$ cat src/rtl/uart_tx_slave.sv
// uart_tx_slave: memory-mapped 8N1 UART transmitter with a byte FIFO
// on the core data port; loads from the same address return status.
module uart_tx_slave #(
   parameter int unsigned CLK_DIV    = 434,
   parameter int unsigned FIFO_DEPTH = 16,
   parameter logic [31:0] BASE_ADDR  = 32'h108
) (
   input  logic        clock,
   input  logic        reset,
   input  logic [31:0] av_address,
   input  logic [31:0] av_writedata,
   input  logic        av_write_n,
   input  logic        av_read_n,
   output logic [31:0] av_readdata,
   output logic        av_waitrequest,
   output logic        tx,
   output logic        tx_busy
);

   localparam int unsigned AW = $clog2(FIFO_DEPTH);
   localparam int unsigned CW = AW + 1;
   localparam logic [15:0] BAUD_RELOAD = 16'(CLK_DIV - 1);
   localparam logic [CW-1:0] FULL_CNT = CW'(FIFO_DEPTH);

   typedef enum logic [1:0] {
      S_IDLE,
      S_START,
      S_DATA,
      S_STOP
   } state_t;

   logic [7:0]    mem [FIFO_DEPTH];
   logic [AW-1:0] wr_ptr;
   logic [AW-1:0] rd_ptr;
   logic [CW-1:0] count;

   logic hit;
   logic wr_req;
   logic rd_req;
   logic fifo_full;
   logic fifo_empty;
   logic push;
   logic pop;

   state_t      state_q, state_d;
   logic [15:0] baud_q, baud_d;
   logic [7:0]  shift_q, shift_d;
   logic [2:0]  bit_q, bit_d;
   logic        tx_q, tx_d;
   logic        baud_done;

   logic [31:0] status;
   logic        unused_wdata;

   assign unused_wdata = ^av_writedata[31:8];

   assign hit        = (av_address == BASE_ADDR);
   assign wr_req     = hit & ~av_write_n;
   assign rd_req     = hit & ~av_read_n;
   assign fifo_full  = (count == FULL_CNT);
   assign fifo_empty = (count == '0);
   assign push       = wr_req & ~fifo_full;

   assign av_waitrequest = wr_req & fifo_full;

   assign tx_busy = (state_q != S_IDLE) | ~fifo_empty;
   assign tx      = tx_q;

   assign status = {16'h0, 8'(count), 5'h0,
                    fifo_empty, fifo_full, tx_busy};
   assign av_readdata = rd_req ? status : 32'h0;

   assign baud_done = (baud_q == 16'h0);

   always_comb begin
      state_d = state_q;
      baud_d  = baud_q;
      shift_d = shift_q;
      bit_d   = bit_q;
      tx_d    = tx_q;
      pop     = 1'b0;
      unique case (state_q)
         S_IDLE: begin
            if (!fifo_empty) begin
               pop     = 1'b1;
               shift_d = mem[rd_ptr];
               bit_d   = 3'd0;
               baud_d  = BAUD_RELOAD;
               state_d = S_START;
               tx_d    = 1'b0;
            end
         end
         S_START: begin
            if (baud_done) begin
               baud_d  = BAUD_RELOAD;
               state_d = S_DATA;
               tx_d    = shift_q[0];
            end else begin
               baud_d = baud_q - 16'd1;
            end
         end
         S_DATA: begin
            if (baud_done) begin
               baud_d = BAUD_RELOAD;
               if (bit_q == 3'd7) begin
                  state_d = S_STOP;
                  tx_d    = 1'b1;
               end else begin
                  shift_d = {1'b0, shift_q[7:1]};
                  bit_d   = bit_q + 3'd1;
                  tx_d    = shift_q[1];
               end
            end else begin
               baud_d = baud_q - 16'd1;
            end
         end
         S_STOP: begin
            if (baud_done) begin
               // chain straight into the next frame, no idle gap
               if (!fifo_empty) begin
                  pop     = 1'b1;
                  shift_d = mem[rd_ptr];
                  bit_d   = 3'd0;
                  baud_d  = BAUD_RELOAD;
                  state_d = S_START;
                  tx_d    = 1'b0;
               end else begin
                  state_d = S_IDLE;
               end
            end else begin
               baud_d = baud_q - 16'd1;
            end
         end
         default: state_d = S_IDLE;
      endcase
   end

   always_ff @(posedge clock) begin
      if (push) mem[wr_ptr] <= av_writedata[7:0];
   end

   always_ff @(posedge clock or posedge reset) begin
      if (reset) begin
         state_q <= S_IDLE;
         baud_q  <= 16'h0;
         shift_q <= 8'h0;
         bit_q   <= 3'd0;
         tx_q    <= 1'b1;
         wr_ptr  <= '0;
         rd_ptr  <= '0;
         count   <= '0;
      end else begin
         state_q <= state_d;
         baud_q  <= baud_d;
         shift_q <= shift_d;
         bit_q   <= bit_d;
         tx_q    <= tx_d;
         if (push) wr_ptr <= wr_ptr + AW'(1);
         if (pop) rd_ptr <= rd_ptr + AW'(1);
         unique case ({push, pop})
            2'b10:   count <= count + CW'(1);
            2'b01:   count <= count - CW'(1);
            default: count <= count;
         endcase
      end
   end

endmodule

$ cat config.mk
export PLATFORM = sky130hd
export DESIGN_NAME = uart_tx_slave
export DESIGN_NICKNAME = d
export VERILOG_FILES = /design/src/rtl/uart_tx_slave.sv
export SDC_FILE = /design/constraint.sdc
export NUM_CORES = 1
export LEC_CHECK = 0
export CAP_MARGIN = 30
export CORE_MARGIN = 4
export CORE_UTILIZATION = 40
export CTS_BUF_LIST = sky130_fd_sc_hd__clkbuf_4 sky130_fd_sc_hd__clkbuf_8 sky130_fd_sc_hd__clkbuf_16
export CTS_CLUSTER_DIAMETER = 100
export DETAILED_ROUTE_END_ITERATION = 7
export HOLD_SLACK_MARGIN = 0.05
export PLACE_DENSITY = 0.69
export SLEW_MARGIN = 40
export SYNTH_ARGS = -nofsm -noshare
export SYNTH_HDL_FRONTEND = slang
export SYNTH_SLANG_ARGS = --single-unit
$ cat constraint.sdc
create_clock -name clock -period 4.6 [get_ports clock]
set_input_delay 0.92 -clock clock [delete_from_list [all_inputs] [get_ports clock]]
set_output_delay 0.92 -clock clock [all_outputs]
set_load 0.01 [all_outputs]
* After elaboration in Yosys (flattened, before gate mapping)
Memory sizes are Yosys's and may differ from the RTL's.
Index checks and enable logic that the tools add are counted.
** Word-level totals
- Memory bits (writable) :: 128
- Logic and storage cells :: 82
- Output and inout port bits :: 35
- Input port bits :: 68
- Memories :: 1
- Bits in registers :: 43
** Memory list
- mem :: words 16, bits a word 8, rd ports 1, clocked after memory_dff 0, wr ports 1, line 32 : logic [7:0] mem [FIFO_DEPTH];
** Cells by class
- Multiplexer cells :: 34
- Equality and inequality tests :: 14
- Add/sub/neg operators :: 6
- Reductions and logical operators :: 10
- Bitwise gates (word level) :: 9
** Operators by type and width (count)
- 2-to-1 mux 16 bit :: 3
- case mux 16 bit (3 select lines) :: 1
- equality test 32 x 9 -> 1 bit, second input constant :: 1
- 2-to-1 mux 8 bit :: 4
- case mux 8 bit (3 select lines) :: 1
- zero test 16 bit :: 1
- subtractor 16 x 1 -> 16 bit, second input constant :: 1
- 2-to-1 mux 13 bit :: 1
- 2-to-1 mux 3 bit :: 4
- inequality test 2 bit, second input constant :: 6
- 2-to-1 mux 1 bit :: 10
- 2-to-1 mux 2 bit :: 5
- case mux 5 bit (2 select lines) :: 1
- case mux 3 bit (3 select lines) :: 1
- adder 4 x 1 -> 4 bit, second input constant :: 2
- case mux 2 bit (4 select lines) :: 1
- equality test 2 bit, second input constant :: 3
- adder 5 x 1 -> 5 bit, second input constant :: 1
- equality test 5 bit, second input constant :: 1
- zero test 5 bit :: 1
- AND reduction 5 bit :: 1
- subtractor 5 x 1 -> 5 bit, second input constant :: 1
- AND 1 bit :: 4
- equality test 2 x 1 -> 1 bit, second input constant :: 2
- other kinds (12) :: 16

* Logic depth before layout (Yosys ltp)
Gate-level depths: netlist of the first run.
- Depth in word-level cells :: 6
- Gate-level depth with buffers :: 15
- Mapped depth without buffers :: 14

* Worst setup path after synthesis of the first run
No wires, ideal clock.
- Path kind :: input-to-reg
- Start point :: input port av_address[5]
- End point :: register count[4]
- Setup slack :: 1.251 ns
- Arrival time :: 3.270 ns
- Stages :: 12
- Path buffers :: 1
- Library setup time :: 0.079 ns
- Required time :: 4.521 ns
- Path through :: nor4b_1 > and4_1 > and4_1 > buf_2 > clkinv_1 > ha_1 > ha_1 > nor2b_1 > o21ai_0 > a21oi_1 > nor3_1 > xor2_1
** Between the ends
- Word-level cells in the longest chain between the ends :: 5
- Elaborated cells between the ends (all ways) :: 7
- Classes of those cells :: eq/ne (3); mux (1); bitwise (2); reduce/logical (1)
** Ends and longest elaborated chain
- from (decl) :: line 10 : input logic [31:0] av_address,
- equality test 32 x 9 -> 1 bit (*) :: line 57 : assign hit = (av_address == BASE_ADDR);
- AND 1 bit (*) :: line 58 : assign wr_req = hit & ~av_write_n;
- AND 1 bit (*) :: line 62 : assign push = wr_req & ~fifo_full;
- equality test 2 x 1 -> 1 bit or equality test 2 bit (tied branches) :: line 160 : unique case ({push, pop})
- case mux 5 bit (2 select lines) or nonzero test 2 bit (tied branches)
- to (signal assigned) :: line 161 : 2'b10: count <= count + CW'(1);
- to (signal assigned) :: line 162 : 2'b01: count <= count - CW'(1);
- to (signal assigned) :: line 163 : default: count <= count;
- to (decl) :: line 35 : logic [CW-1:0] count;
Every way passes the cells marked *; elsewhere a longest branch is shown, timed or not.
A chain may end at the register's enable or synchronous reset.

* Worst setup path after layout of the first run
- Start point :: input port av_address[5]
- End point :: output port av_readdata[0]
** Between the ends
- Word-level cells in the longest chain between the ends :: 3
** Ends and longest elaborated chain
- equality test 32 x 9 -> 1 bit :: line 57
- AND 1 bit :: line 59 : assign rd_req = hit & ~av_read_n;
- 2-to-1 mux 13 bit :: line 71 : assign av_readdata = rd_req ? status : 32'h0;
- to (decl) :: line 14 : output logic [31:0] av_readdata,
Every way passes these cells.

==> flow_summary_export.csv, run 1 <==
group,metric,value,unit
outcome,status,"finished clean",
pwr,peakVddDrop,294,uV
timing,fin_ws,0.500,ns
die,start_util,40.8,%
setup_path,path_cells,"clkdlybuf4s50_1 -> nor4b_1 -> nand4_1 -> or3_1 -> a21oi_1 -> clkdlybuf4s50_1",
synth,synth-async-reset-ratio,25.1,%
clock_network,numCtsBuffers,17,
drt,first_pass_iters,5,
clock_network,hold_buffers,0,
pwr,total_power,3.25,mW
drt,wire_per_inst,17.9,um
timing,hold_viol,0,
synth,yosys-top-cells-area,"edfxtp_1, dfrtp_1, mux4_2",
synth,synth_cells,553,
drt,routed-via-count,4707,
die,core_area,0.0195,mm^2
setup_path,cp_max_fo,5,
timing,holdWs,0.513,ns
final_layout,drive_above_1_share,14.4,%
timing,finalSetupViolCount,0,
timing,fin_skew,0.0145,ns
synth,synth_seq_area_share,61.7,%
global_route,busiest_layer,"met2",
run,cap_violations,0,
clock_network,post_cts_buffers,0,
setup_path,crit_path_max_incr_delay,0.55,ns
setup_path,cp-end-kind,"output pin",
setup_path,start_kind,"primary input",
synth,synth_edf_count,128,
global_route,use_met2,24.7,%
die,rows,51,
timing,worst_slew_pin_slew,0.783,ns
global_route,grt_max_degree,44,
clock_network,cts_tree,"done",
global_route,met3_usage,3.04,%
setup_path,crit_required,3.68,ns
final_layout,finalNetCount,699,
synth,synth_cell_types,69,
clock_network,cts_buffer_depth,2,
setup_path,crit_type,"primary input to output pin",
clock_network,cts_max_level,4,
synth,synth_top_cell_area_share,48.2,%
setup_path,cp.arrival,3.18,ns
clock_network,clockRootBuffer,"clkbuf_16",
placement,port_buffers,54,
die,die-area,0.0223,mm^2
synth,synth-seq-cells,171,
timing,relSlewSlack,47.6,%
timing,max_freq,244,MHz
timing,drv_slew,0,
drt,drt_iter0_drc,298,
drt,ant_nets,0,
clock_network,cts_repair_resize_count,0,
setup_path,crit_top_cell,"clkdlybuf4s50_1",
synth,synth_top_area_cell,"edfxtp_1",
global_route,grt_overflow,0,
global_route,grt_antenna_before_repair,0,
pwr,p_leak,3.29,nW
die,die_w,149,um
setup_path,cpMaxStageDelayCell,"clkdlybuf4s50_1",
timing,fin_crit,4.10,ns
synth,avgSynthCellArea,14.4,um^2
placement,place_ws,0.305,ns
synth,synth_area,0.00797,mm^2
die,fp.dieH,149,um
pwr,power_density,348,mW/mm^2
drt,drc_errors,0,
timing,finalSetupTns,0,ns
drt,avgViaCountPerCell,5.29,
synth,synth_ff_type,"edfxtp_1",
placement,dp_hpwl,11100,um
hold_path,hold_class,"register to register",
clock_network,clkLatencyLatePin,0.43,ns
global_route,grt_usage,14.8,%
timing,finalCritPeriodShare,89.1,%
final_layout,nFillCells,1674,
setup_path,reg2reg_slack,1.05,ns
final_layout,antenna_cells,0,
global_route,grt_pass1_vias,4810,
drt,drt_wl_total,15900,um
global_route,met1_usage,19.5,%
final_layout,area_growth,17.1,%
synth,ys_warn_count,0,
global_route,grt_pass1_wl,25600,um
clock_network,clk_pin_slew,0.06,ns
placement,place_congestion,0.793,
die,ios,103,
setup_path,crit_family,"simple AND/OR/NAND/NOR gates",
setup_path,cp_num_buf_inv,2,
clock_network,cts.sinks,171,
timing,rsz0062_at_grt,"false",
-- power by group --
part	switching (mW)	internal, mW
logic	0.0437	0.0636
registers	0.0187	1.69
clock network	0.661	0.777
total	0.724	2.53
-- worst paths after layout --
| path | to | cells past startpoint | startpoint |
|---|---|---|---|
| hold / removal | bit_q[1] | 1 | bit_q[1] |
| setup / recovery | av_readdata[0] | 6 | av_address[5] |
| setup reg to reg | count[4] | 14 | baud_q[0] |
| min in group asynchronous | wr_ptr[0] | 2 | reset |
| hold reg to reg | bit_q[1] | 1 | bit_q[1] |
| max in group asynchronous | tx | 2 | reset |
-- worst register-to-register path: stages, from the launching register on --
cell and delay (ns):
dfrtp_1 0.42, inv_1 0.13, ha_1 0.17, nor4b_4 0.34, and4_1 0.51, a21oi_2 0.18
nor3_4 0.20, ha_1 0.27, inv_1 0.09, fa_1 0.40, nor2b_1 0.11, o21ai_0 0.09
and3_1 0.19, nor3_1 0.20, xor2_1 0.17
-- layer usage --
metal / vias up / share of wire (%) / wire length, um
li1: 2219 / - / -
met1: 2364 / 45 / 7120
met2: 110 / 50 / 7990
met3: 14 / 3.6 / 572
met4: 0 / 1.2 / 195
met5: - / 0 / 0
-- through the flow --
step | utilization, % | cell area [um^2] | std cells
2_1_floorplan | - | 8060 | 576
3_3_place_gp | 44.6 | 8720 | 858
3_5_place_dp | 44.7 | 8730 | 858
4_1_cts | 47.8 | 9330 | 889
5_1_grt | 47.8 | 9330 | 889
6_report | 47.8 | 9330 | 889
-- cells in the mapped netlist, types with 9 or more instances --
library cell,number
edfxtp_1,128
dfrtp_1,42
nor2_1,32
buf_4,28
mux2i_1,26
mux4_2,21
inv_1,20
nand2_1,20
o21ai_0,20
ha_1,18
nor4_1,18
a221oi_1,14
clkbuf_1,12
a21oi_1,11
a31oi_1,10
and2_1,10
nor3_1,9
-- cell usage in the layout, fill, tap and decap left out, types with 19 or more instances in the layout --
cell             Yosys  final
dfrtp_1             42     40
clkdlybuf4s50_1      0     54
mux4_2              21     21
inv_1               20     19
conb_1               1     24
edfxtp_1           128    128
nor2_1              32     32
o21ai_0             20     20
mux2i_1             26     26
nand2_1             20     20
-- cell families after synthesis --
logic type	count (synthesis)	synth area share, %
AO/OA/AOI/OAI	91	8.08
XOR/XNOR	13	1.43
adder cells (fa/ha/maj)	19	3.08
buffers and inverters	68	4.61
flip-flops	171	61.7
multiplexers	55	10.6
other	1	0.0470
AND/OR/NAND/NOR	135	10.4
-- registers in the layout, summed over array words and instances, names as in the netlist --
name,flops
mem,128
baud_q,16
shift_q,8
count,5
rd_ptr,4
wr_ptr,4
bit_q,3
state_q,2
tx,1
-- final cells by class --
| cell class | instances | area (um^2) | share of cell area [%] |
|---|---|---|---|
| flip-flops and latches | 171 | 4920 | 52.7 |
| repair buffers | 63 | 608 | 6.51 |
| clock buffers | 17 | 425 | 4.56 |
| inverters | 22 | 85.1 | 0.912 |
| well taps | 265 | 332 | 3.55 |
| multi-input cells | 337 | 2780 | 29.8 |
| clock inverters | 14 | 179 | 1.92 |
No activity file was read; power rests on OpenSTA's default activity.
==> inputs of run 2 (changes only) <==
CAP_MARGIN = 20   (was 30)
==> results of run 2 <==
The final DEF is identical to that of run 1; final timing and power are the same.
